File: src/rtl/round_step_display.sv
// Steps a round index through the AES-16 core on slow-clock toggles or button presses,
// and scans the selected 16-bit round state onto a 4-digit multiplexed 7-segment display.
module round_step_display #(
    parameter int unsigned NUM_ROUNDS  = 3,
    parameter int unsigned REFRESH_DIV = 100000,
    parameter int unsigned SYNC_STAGES = 2
) (
    input  logic        Clkin,
    input  logic        Rst,
    input  logic        Slow_clk,
    input  logic        Run,
    input  logic        Step_btn,
    input  logic        Start,
    input  logic [15:0] Round_data,
    output logic [3:0]  Round_sel,
    output logic        Done,
    output logic [6:0]  Seg,
    output logic [3:0]  An,
    output logic        Dp
);

    localparam int unsigned REF_W = (REFRESH_DIV > 1) ? $clog2(REFRESH_DIV) : 1;
    localparam logic [3:0]       LAST_SEL = 4'(NUM_ROUNDS - 1);
    localparam logic [REF_W-1:0] REF_MAX  = REF_W'(REFRESH_DIV - 1);

    typedef enum logic [1:0] {
        ST_IDLE,
        ST_SHOW,
        ST_DONE
    } state_t;

    state_t                 state;
    logic [SYNC_STAGES-1:0] slow_sync;
    logic [SYNC_STAGES-1:0] step_sync;
    logic                   slow_prev;
    logic                   step_prev;
    logic                   slow_out;
    logic                   step_out;
    logic                   slow_evt;
    logic                   step_evt;
    logic                   adv;

    logic [15:0]            disp;
    logic [REF_W-1:0]       refresh_cnt;
    logic [1:0]             digit_idx;
    logic [3:0]             nibble;
    logic [6:0]             seg_next;

    function automatic logic [6:0] hex7(input logic [3:0] n);
        case (n)
            4'h0: hex7 = 7'b1000000;
            4'h1: hex7 = 7'b1111001;
            4'h2: hex7 = 7'b0100100;
            4'h3: hex7 = 7'b0110000;
            4'h4: hex7 = 7'b0011001;
            4'h5: hex7 = 7'b0010010;
            4'h6: hex7 = 7'b0000010;
            4'h7: hex7 = 7'b1111000;
            4'h8: hex7 = 7'b0000000;
            4'h9: hex7 = 7'b0010000;
            4'hA: hex7 = 7'b0001000;
            4'hB: hex7 = 7'b0000011;
            4'hC: hex7 = 7'b1000110;
            4'hD: hex7 = 7'b0100001;
            4'hE: hex7 = 7'b0000110;
            default: hex7 = 7'b0001110;
        endcase
    endfunction

    // Slow_clk and Step_btn are asynchronous data: shift through the synchroniser chains
    always_ff @(posedge Clkin) begin
        if (Rst) begin
            slow_sync <= '0;
            step_sync <= '0;
            slow_prev <= 1'b0;
            step_prev <= 1'b0;
        end else begin
            slow_sync <= SYNC_STAGES'({slow_sync, Slow_clk});
            step_sync <= SYNC_STAGES'({step_sync, Step_btn});
            slow_prev <= slow_out;
            step_prev <= step_out;
        end
    end

    assign slow_out = slow_sync[SYNC_STAGES-1];
    assign step_out = step_sync[SYNC_STAGES-1];
    assign slow_evt = slow_out ^ slow_prev;
    assign step_evt = step_out & ~step_prev;
    assign adv      = Run ? slow_evt : step_evt;

    // Round stepping FSM; Start always wins over a coincident advance
    always_ff @(posedge Clkin) begin
        if (Rst) begin
            state     <= ST_IDLE;
            Round_sel <= 4'd0;
            Done      <= 1'b0;
        end else begin
            case (state)
                ST_IDLE: begin
                    if (Start) begin
                        state     <= ST_SHOW;
                        Round_sel <= 4'd0;
                    end
                end
                ST_SHOW: begin
                    if (Start) begin
                        Round_sel <= 4'd0;
                    end else if (adv) begin
                        if (Round_sel == LAST_SEL) begin
                            state <= ST_DONE;
                            Done  <= 1'b1;
                        end else begin
                            Round_sel <= Round_sel + 4'd1;
                        end
                    end
                end
                ST_DONE: begin
                    if (Start) begin
                        state     <= ST_SHOW;
                        Round_sel <= 4'd0;
                        Done      <= 1'b0;
                    end
                end
                default: begin
                    state     <= ST_IDLE;
                    Round_sel <= 4'd0;
                    Done      <= 1'b0;
                end
            endcase
        end
    end

    always_comb begin
        nibble = disp[3:0];
        case (digit_idx)
            2'd0:    nibble = disp[3:0];
            2'd1:    nibble = disp[7:4];
            2'd2:    nibble = disp[11:8];
            default: nibble = disp[15:12];
        endcase
        seg_next = hex7(nibble);
    end

    // Display scan: Seg, An and Dp are loaded from the same digit index so they switch together
    always_ff @(posedge Clkin) begin
        if (Rst) begin
            disp        <= 16'h0000;
            refresh_cnt <= '0;
            digit_idx   <= 2'd0;
            An          <= 4'b1110;
            Seg         <= 7'b1000000;
            Dp          <= 1'b1;
        end else begin
            disp <= Round_data;
            if (refresh_cnt == REF_MAX) begin
                refresh_cnt <= '0;
                digit_idx   <= digit_idx + 2'd1;
            end else begin
                refresh_cnt <= refresh_cnt + REF_W'(1);
            end
            An  <= ~(4'b0001 << digit_idx);
            Seg <= seg_next;
            Dp  <= ~(Done & (digit_idx == 2'd0));
        end
    end

endmodule

File: config.mk
export PLATFORM = sky130hd
export DESIGN_NAME = round_step_display
export DESIGN_NICKNAME = d
export VERILOG_FILES = /design/src/rtl/round_step_display.sv
export SDC_FILE = /design/constraint.sdc
export NUM_CORES = 1
export LEC_CHECK = 0
export CAP_MARGIN = 20
export CORE_MARGIN = 5
export CORE_UTILIZATION = 57
export CTS_CLUSTER_SIZE = 14
export DETAILED_ROUTE_END_ITERATION = 10
export HOLD_SLACK_MARGIN = 0.03
export PLACE_DENSITY = 0.83
export SLEW_MARGIN = 20
export SYNTH_ARGS = -nofsm -noshare
export SYNTH_HDL_FRONTEND = slang
export SYNTH_SLANG_ARGS = --single-unit
File: constraint.sdc
create_clock -name Clkin -period 3.3 [get_ports Clkin]
set_input_delay 0.66 -clock Clkin [delete_from_list [all_inputs] [get_ports Clkin]]
set_output_delay 0.66 -clock Clkin [all_outputs]
set_load 0.02 [all_outputs]
==> flow_summary.ini, run 1 <==
[clocking]
clock_path_buffers = 2
cts_buffers = 9
post_cts_resized = 0
cts_sinks = 60
htreeDepth = 3
cts_hold_buf = 0
clkTransAtPathRegs_ns = 0.07
post_cts_buffers = 0
clock_latency_ns = 0.33
cts_root_buffer = clkbuf_8
cts_tree = built

[power]
ir_worst_vdd_mv = 0.339
leakagePower_nw = 1.27
p_per_area_nw_per_um2 = 544

[worst_setup_path]
cp.arrival_ns = 2.86
endpoint = Seg[1]
reg2reg_slack_ns = 0.69
cp_data_required_time_ns = 3.55
path_class = reg -> reg
critPathLaunch = digit_idx[0]
r2r-start = digit_idx[0]
start_kind = register
r2r-end = Seg[1]
critPathMaxFanout = 6
reg2regPathDepth = 10
end_kind = register

[floorplanning]
ioPinCount = 39
die_x_um = 77.6
fp-row-count = 24
coreArea_um2 = 4380
initial_core_util_pct = 59.4
dieArea_um2 = 6020
fp.dieH_um = 77.6

[synth]
synth.distinct_cells = 52
syn-cell-area_um2 = 2600
yosys_register_bits = 60
syn_avg_cell_area_um2 = 9.75
synth_nets = 303
synthFlopType = dfxtp_1
synth_edf_count = 0
synth_top_area_share_pct = 46.2
ys_seq_area_share_pct = 46.2
ys_top_cells_by_area = dfxtp_1, ha_1, nor2b_1
synth_cells = 267
async_flop_share_pct = 0
yosys_warnings = 0
yosysTopAreaCell = dfxtp_1

[timing]
grt_setup_unrepaired = no
max_freq_mhz = 383
fin_crit_sh_pct = 79.1
hold_slack_ns = 0.438
fin_skew_ns = 0.00635
finalMaxSlewViolations = 0
max_slew.worst_pin.slew_ns = 0.727
slew_headroom_pct = 51.6
setup_violations = 0
layout_setup_ws_ns = 0.689
hold_viol = 0
tns_ns = 0
period_minus_slack_ns = 2.61

[place]
dpl_cell_area_um2 = 3000
post-place-ws_ns = 0.733
portBuffers = 38
place.gp.congestion = 0.881
hpwl_um = 3530
dp_cells = 349

[final_layout]
area_growth_pct = 25.5
n_fill_cell = 318
final_cells = 365
num_antenna_cells = 0
fin_area_um2 = 3270
ff_latch_area_um2 = 1200
nets = 344
layout-drive-gt1-share_pct = 8.95
multi_input_area_um2 = 1290

[status]
status = finished, final reports clean

[global_routing]
grt.total_usage_pct = 18.0
grt_max_degree = 26
grt_pass1_wl_um = 8560
grt_pass1_vias = 1857
antenna_found_initial = 0
gr-total-overflow = 0

[detailed_routing]
detail_route.vias_per_cell = 5.58
drtIter0Drc = 166
drc = 0
wirelength_um = 5140
post_drt_wl_per_cell_um = 14.1
num_vias = 2038
drt_pass1_iterations = 4
drtAntennaViolNets = 0

[job]
cap_violations = 0

[worst_hold_path]
hold_class = reg -> reg
==> power breakdown <==
part	leakage, nW	switching, mW	total [mW]	internal, mW
sequential	0.491	0.0146	0.768	0.753
clock	0.136	0.273	0.858	0.584
combinational	0.645	0.0755	0.151	0.0754
total	1.27	0.364	1.78	1.41
==> flip-flops by register name, indices dropped and copies added (netlist names) <==
name and cells:
Dp 1, slow_prev 1, digit_idx 2, step_sync 2
disp 16, Round_sel 4, step_prev 1, An 4
slow_sync 2, Done 1, Seg 7, refresh_cnt 17
state 2
==> critical path, stage by stage (launching register included) <==
cell,delay [ns]
dfxtp_1,0.35
inv_1,0.11
ha_1,0.33
a222oi_1,0.16
mux2i_1,0.46
inv_1,0.18
ha_1,0.35
o21ai_0,0.08
a22oi_1,0.14
o221ai_1,0.16
a21oi_1,0.21
==> area by class of cell <==
class,instances,area share [%]
well taps,52,1.99
multi-input cells,184,39.5
inverters,14,1.61
repair buffers,39,11.9
clock buffers,13,5.48
flip-flops and latches,60,36.8
clock inverters,3,2.76
==> worst min path at each step <==
| stage | startpoint | end | slack, ns | cells past startpoint |
|---|---|---|---|---|
| after global routing | step_sync[0] | step_sync[1] | 0.46 | 1 |
| final | step_sync[0] | step_sync[1] | 0.44 | 1 |
| after detailed placement | step_sync[0] | step_sync[1] | 0.42 | 1 |
| after floorplan | slow_sync[0] | slow_sync[1] | 0.41 | 1 |
| after global placement | slow_sync[0] | slow_sync[1] | 0.42 | 1 |
| after CTS | step_sync[0] | step_sync[1] | 0.44 | 1 |
==> synth_stat cells, types with 4 or more instances <==
cell and instances:
ha_1 14, o21ai_0 8, clkbuf_1 4, inv_1 13, nor2_1 21, a21oi_1 7, nand2_1 13, nand4_1 9
a211oi_1 4, dfxtp_1 60, nand3_1 12, mux2i_1 5, nor2b_1 25, xor2_1 13
==> metal layers <==
| metal | up-vias | share of wire (%) | global-route usage [%] | wire length (um) |
|---|---|---|---|---|
| li1 | 1023 | - | - | - |
| met1 | 948 | 48 | 22.9 | 2470 |
| met2 | 58 | 45 | 28.6 | 2320 |
| met3 | 9 | 5.2 | 4.40 | 266 |
| met4 | 0 | 1.8 | 8.76 | 90 |
| met5 | - | 0 | 0 | 0 |
==> metrics by stage <==
step | utilization, % | total power [mW]
2_1_floorplan | - | 0.870
3_3_place_gp | 68.4 | 0.929
3_5_place_dp | 68.4 | 0.934
4_1_cts | 74.5 | 1.79
5_1_grt | 74.5 | 1.85
6_report | 74.5 | 1.78
==> logic make-up (layout without fill, tap and decap cells) <==
| kind of cell | Yosys count | in the layout | share of synthesized area, % |
|---|---|---|---|
| AOI/OAI and AO/OA | 45 | 45 | 12.9 |
| xor gates and xnor gates | 15 | 15 | 5.05 |
| adders and majority gates | 14 | 14 | 6.73 |
| buffers and inverters | 23 | 69 | 4.23 |
| DFF | 60 | 60 | 46.2 |
| muxes | 6 | 6 | 2.36 |
| and+or+nand+nor | 104 | 104 | 22.5 |
==> cell usage in the layout, fill, tap and decap left out, drive strengths merged, types with 2 or more instances in the layout <==
cell           Yosys  routed
or3                2       2
a222oi             2       2
nand4              9       9
a211oi             4       4
xor2              13      13
bufinv             0       3
dfxtp             60      60
nor4bb             2       2
a21oi              9       9
clkdlybuf4s50      0      38
and3               2       2
mux2i              5       5
xnor2              2       2
inv               13      13
nor2              21      21
o211ai             2       2
a21o               2       2
a31oi              2       2
nor3               3       3
and4               4       4
o221ai             3       3
nand2b             2       2
nand2             14      14
and2               3       3
clkbuf             4      13
nand3             12      12
or4                2       2
nor2b             25      25
o21ai              9       9
ha                14      14
a22oi              5       5
No activity file was read; power rests on OpenSTA's default activity.
==> inputs of run 2 (changes only) <==
--- a/config.mk
+++ b/config.mk
@@ -7,11 +7,11 @@
 export LEC_CHECK = 0
 export CAP_MARGIN = 20
 export CORE_MARGIN = 5
-export CORE_UTILIZATION = 57
+export CORE_UTILIZATION = 48
 export CTS_CLUSTER_SIZE = 14
 export DETAILED_ROUTE_END_ITERATION = 10
 export HOLD_SLACK_MARGIN = 0.03
-export PLACE_DENSITY = 0.83
+export PLACE_DENSITY = 0.75
 export SLEW_MARGIN = 20
 export SYNTH_ARGS = -nofsm -noshare
 export SYNTH_HDL_FRONTEND = slang
==> constraint.sdc (replaced) <==
create_clock -name Clkin -period 2.2 [get_ports Clkin]
set_input_delay 0.44 -clock Clkin [delete_from_list [all_inputs] [get_ports Clkin]]
set_output_delay 0.44 -clock Clkin [all_outputs]
set_load 0.02 [all_outputs]
==> run 2 against run 1 <==
Non-clock buffer count up 12. Sequential share of layout area down 0.47 points. Clock power up 8.0%. Global-route usage down 2.3 points. Clock skew down 0.0022 ns. First-iteration DRC count down 27%. Cell count up 7.9%. Combinational power up 58%. Critical path depth down 1. Hold slack worse by 0.0027 ns. Critical path type unchanged. Largest power group is now sequential cells.
==> flow_summary.ini, run 2 (same netlist as run 1, synthesis figures left out) <==
[status]
status = finished, final reports clean

[timing]
grt_setup_unrepaired = no
fin_crit_sh_pct = 94.5
slew_headroom_pct = 72.0
hold_viol = 0
finalMaxSlewViolations = 0
period_minus_slack_ns = 2.08
max_freq_mhz = 481
setup_violations = 0
max_slew.worst_pin.slew_ns = 0.414
fin_skew_ns = 0.00418

[final_layout]
top_register = refresh_cnt
final_cell_mix = dfxtp_1, clkdlybuf4s50_1, nor2b_1
final_common_cell = dfxtp_1
num_antenna_cells = 0
layout-drive-gt1-share_pct = 13.6
reg.largest.list = refresh_cnt x17, disp x16, Seg x7
area_growth_pct = 27.7
fin_area_um2 = 3320
nets = 356
largest_reg_flops = 17

[floorplanning]
ioPinCount = 39
fp-row-count = 26
initial_core_util_pct = 50.3
dieArea_um2 = 6990
die_x_um = 83.6
coreArea_um2 = 5170
fp.dieH_um = 83.6

[global_routing]
grt_pass1_vias = 1988
grt_pass1_wl_um = 8900
grt_max_degree = 18
antenna_found_initial = 0
grt.total_usage_pct = 15.7
top_usage_layer = met2
use_met1_pct = 20.6
grtUsageMet3_pct = 4.15
use_met2_pct = 23.3
gr-total-overflow = 0

[clocking]
clkTransAtPathRegs_ns = 0.06
cts_sinks = 60
clock_latency_ns = 0.33
clock_path_buffers = 2
cts_root_buffer = clkbuf_8
htreeDepth = 3
cts_hold_buf = 0
cts_buffers = 9
cts_tree = built

[place]
place.gp.congestion = 0.838
portBuffers = 38
hpwl_um = 3820
dpl_cell_area_um2 = 3100

[worst_hold_path]
hold_depth = 1
hold_class = reg -> reg

[detailed_routing]
detail_route.vias_per_cell = 5.22
drt_pass1_iterations = 5
drtAntennaViolNets = 0
drc = 0
drtIter0Drc = 122
num_vias = 2056
wirelength_um = 5180
post_drt_wl_per_cell_um = 13.2

[worst_setup_path]
reg2regPathDepth = 9
critPathMaxFanout = 6
cp.arrival_ns = 2.28
end_kind = register
critPathTopFamily = compound AO/OA/AOI/OAI gates
start_kind = register
cp_data_required_time_ns = 2.40
critical_path.cell_chain = inv_1 > ha_2 > a222oi_1 > mux2_4 > inv_1 > ha_1 > buf_4 > a211oi_1 > a211oi_1
crit_path_top_delay_cell = a222oi_1
crit_buf_inv = 3
path_class = reg -> reg
max_stage_delay_ns = 0.36
cp.depth = 9

[power]
p_per_area_nw_per_um2 = 697
leakagePower_nw = 1.29
ir_worst_vdd_mv = 0.515
power_mw = 2.32

[job]
cap_violations = 0
[run 2: cell count changes in the layout (fill, tap and decap cells not counted), sizes merged]
| cell | previous run | this run |
|---|---|---|
| bufinv | 3 | 1 |
| buf | 1 | 13 |
| clkinv | 1 | 2 |
[run 2: what timing repair did]
action	CTS	global route
setup endpoints to repair	5	7
buffers inserted	1	1
pin swaps	0	4
gates resized for setup	2	8
[run 2: layer usage]
| layer | wire length, um | vias to the layer above |
|---|---|---|
| met2 | 2450 | 51 |
| met5 | 0 | - |
| met4 | 33 | 0 |
| li1 | - | 1046 |
| met1 | 2440 | 955 |
| met3 | 254 | 4 |
[run 2: per-stage QoR]
stage	TNS, ns	util [%]	hold slack [ns]	instances	worst slack (ns)
finish	0	64.2	0.436	394	0.121
global route	0	64.2	0.451	394	0.00516
CTS	0	63.6	0.434	393	0.0238
detailed placement	-0.189	59.8	0.419	377	-0.0740
global placement	0	59.8	0.417	377	0.0496
floorplan	0	-	0.414	267	0.0835
[run 2: cell type report]
cell class / instances / area (um^2)
fillers: 416 / 1850
multi-input cells: 184 / 1320
flip-flops and latches: 60 / 1210
repair buffers: 51 / 478
clock buffers: 13 / 149
well taps: 70 / 87.6
inverters: 14 / 52.6
clock inverters: 2 / 35.0
[run 2: worst register-to-register path, delay by kind of cell (launching register included)]
| kind | cells | cell delay (ns) |
|---|---|---|
| AO/OA/AOI/OAI | 3 | 0.63 |
| adder cells (fa/ha/maj) | 2 | 0.40 |
| buffers and inverters | 3 | 0.32 |
| flip-flops | 1 | 0.34 |
| multiplexers | 1 | 0.27 |
[run 2: power breakdown]
group	leakage [nW]	internal, mW	switching [mW]
registers	0.493	1.13	0.0235
logic	0.707	0.123	0.115
clock network	0.0935	0.547	0.380
[run 2: path summary, 6_finish.rpt]
kind / to / slack, ns / start
worst max-delay path: Seg[3] / 0.12 / digit_idx[1]
worst min-delay path: Dp / 0.44 / Done
worst max register to register: Seg[3] / 0.12 / digit_idx[1]
worst min register to register: Dp / 0.44 / Done
==> inputs of run 3 (changes only) <==
--- a/config.mk
+++ b/config.mk
@@ -6,12 +6,14 @@
 export NUM_CORES = 1
 export LEC_CHECK = 0
 export CAP_MARGIN = 20
+export CELL_PAD_IN_SITES_DETAIL_PLACEMENT = 2
+export CELL_PAD_IN_SITES_GLOBAL_PLACEMENT = 2
 export CORE_MARGIN = 5
-export CORE_UTILIZATION = 48
+export CORE_UTILIZATION = 30
 export CTS_CLUSTER_SIZE = 14
 export DETAILED_ROUTE_END_ITERATION = 10
 export HOLD_SLACK_MARGIN = 0.03
-export PLACE_DENSITY = 0.75
+export PLACE_DENSITY_LB_ADDON = 0.1
 export SLEW_MARGIN = 20
 export SYNTH_ARGS = -nofsm -noshare
 export SYNTH_HDL_FRONTEND = slang
==> run 3 against run 2 <==
Register-to-register slack worse by 0.06 ns. Global-route usage is 2.6 points lower. Critical path depth is the same. Cell area is 4.7% higher. Via count is 2.1% higher. Power rose by 13%. Sequential cell count did not move. Clock skew grew 0.0066 ns. Clock-buffer cell count fell by 4. Hold slack improved by 0.0051 ns. Non-clock buffer count is 2 higher. Worst setup slack worse by 0.062 ns. Critical endpoint is now Seg[6]. Largest cell class unchanged. Highest routed layer unchanged.
==> flow_summary.ini, run 3 (same netlist as run 1, synthesis figures left out) <==
[floorplanning]
dieArea_um2 = 10600
initial_core_util_pct = 30.3
coreArea_um2 = 8590
die_x_um = 103
fp.dieH_um = 103
ioPinCount = 39
fp-row-count = 34

[worst_setup_path]
critPathMaxFanout = 4
reg2reg_slack_ns = 0.06
cp_data_required_time_ns = 2.41
reg2regPathDepth = 9
start_kind = register
end_kind = register
r2r-start = digit_idx[0]
r2r-end = Seg[6]
cp.arrival_ns = 2.35
path_class = reg -> reg

[clocking]
clock_path_buffers = 2
cts_root_buffer = clkbuf_8
cts_sinks = 60
cts_hold_buf = 0
cts_tree = built
clkTransAtPathRegs_ns = 0.08
clock_latency_ns = 0.34
htreeDepth = 3
cts_buffers = 9

[final_layout]
nets = 358
num_antenna_cells = 0
final_common_cell = dfxtp_1
largest_reg_flops = 17
area_growth_pct = 33.7
n_fill_cell = 952
reg.largest.list = refresh_cnt x17, disp x16, Seg x7
final_cell_mix = dfxtp_1, clkdlybuf4s50_1, nor2b_1
top_register = refresh_cnt
layout-drive-gt1-share_pct = 17.7
fin_area_um2 = 3480

[power]
p_per_area_nw_per_um2 = 750
ir_worst_vdd_mv = 0.269
leakagePower_nw = 1.33

[timing]
fin_skew_ns = 0.0108
hold_viol = 0
max_freq_mhz = 467
max_slew.worst_pin.slew_ns = 0.451
setup_violations = 0
fin_crit_sh_pct = 97.3
slew_headroom_pct = 69.7
period_minus_slack_ns = 2.14
tns_ns = 0
finalMaxSlewViolations = 0
grt_setup_unrepaired = yes

[detailed_routing]
drtAntennaViolNets = 0
wirelength_um = 6600
drc = 0
post_drt_wl_per_cell_um = 15.2
detail_route.vias_per_cell = 4.83
num_vias = 2099
drtIter0Drc = 41
drt_pass1_iterations = 5

[global_routing]
antenna_found_initial = 0
grt.total_usage_pct = 13.1
gr-total-overflow = 0
grt_pass1_wl_um = 10700
grt_pass1_vias = 2252
grt_max_degree = 20

[job]
cap_violations = 0

[worst_hold_path]
hold_depth = 1
holdPathEnd = Dp
hold_class = reg -> reg
hp-start = Done

[place]
place.gp.congestion = 0.729
dpl_cell_area_um2 = 3170
hpwl_um = 4760
portBuffers = 38

[status]
status = finished, final reports clean
[run 3: power breakdown]
group	internal, mW	switching, mW	total, mW
clock	0.748	0.462	1.21
combinational	0.125	0.121	0.246
sequential	1.13	0.0238	1.15
[run 3: stage by stage]
step                total power, mW  worst slack, ns  cells  util, %  hold WS [ns]
floorplan                      1.30           0.0835    267        -         0.414
global placement               1.41        -0.000861    418     36.8         0.417
detailed placement             1.42          -0.0975    418     36.8         0.434
CTS                            2.65          0.00629    435     39.8         0.452
global route                   2.72          -0.0227    435     40.5         0.468
finish                         2.61           0.0585    435     40.5         0.441
[run 3: worst max path at each step]
stage,startpoint,endpoint,slack (ns),cells past startpoint
2_1_floorplan,digit_idx[0],Seg[3],0.08,9
3_3_place_gp,digit_idx[0],Seg[3],-0.0009,9
4_1_cts,digit_idx[0],Seg[4],0.006,8
6_report,digit_idx[0],Seg[6],0.06,9
5_1_grt,digit_idx[0],Seg[2],-0.02,8
3_5_place_dp,digit_idx[0],Seg[3],-0.1,9
[run 3: cell type report]
class / count / area, um^2 / share of cell area, %
Sequential cell: 60 / 1200 / 34.6
Timing Repair Buffer: 53 / 493 / 14.2
Clock inverter: 7 / 115 / 3.31
Tap cell: 108 / 135 / 3.88
Clock buffer: 9 / 124 / 3.56
Inverter: 14 / 52.6 / 1.51
Multi-Input combinational cell: 184 / 1360 / 39.0
[run 3: worst max-delay path, cell delays in order (launching register included)]
cell and delay, ns:
dfxtp_2 0.33, buf_4 0.15, ha_4 0.17, a222oi_1 0.37, mux2i_1 0.18, buf_4 0.17, buf_4 0.14, ha_2 0.20
mux2i_1 0.16, o221ai_1 0.14
[run 3: what timing repair did]
| action | 4_1_cts | 5_1_grt |
|---|---|---|
| pin swaps | 1 | 3 |
| gates resized for setup | 3 | 17 |
| gates cloned | 0 | 0 |
| setup endpoints to repair | 4 | 6 |
| setup buffers | 1 | 0 |
[run 3: per-layer routing]
metal  vias up  share of wire [%]  GRT usage, %  wire [um]
met4         0                1.8          5.08        118
met5         -                  0             0          0
li1       1046                  -             -          -
met3        10                3.1          3.79        203
met1      1016                 48          16.3       3160
met2        27                 47          21.5       3130
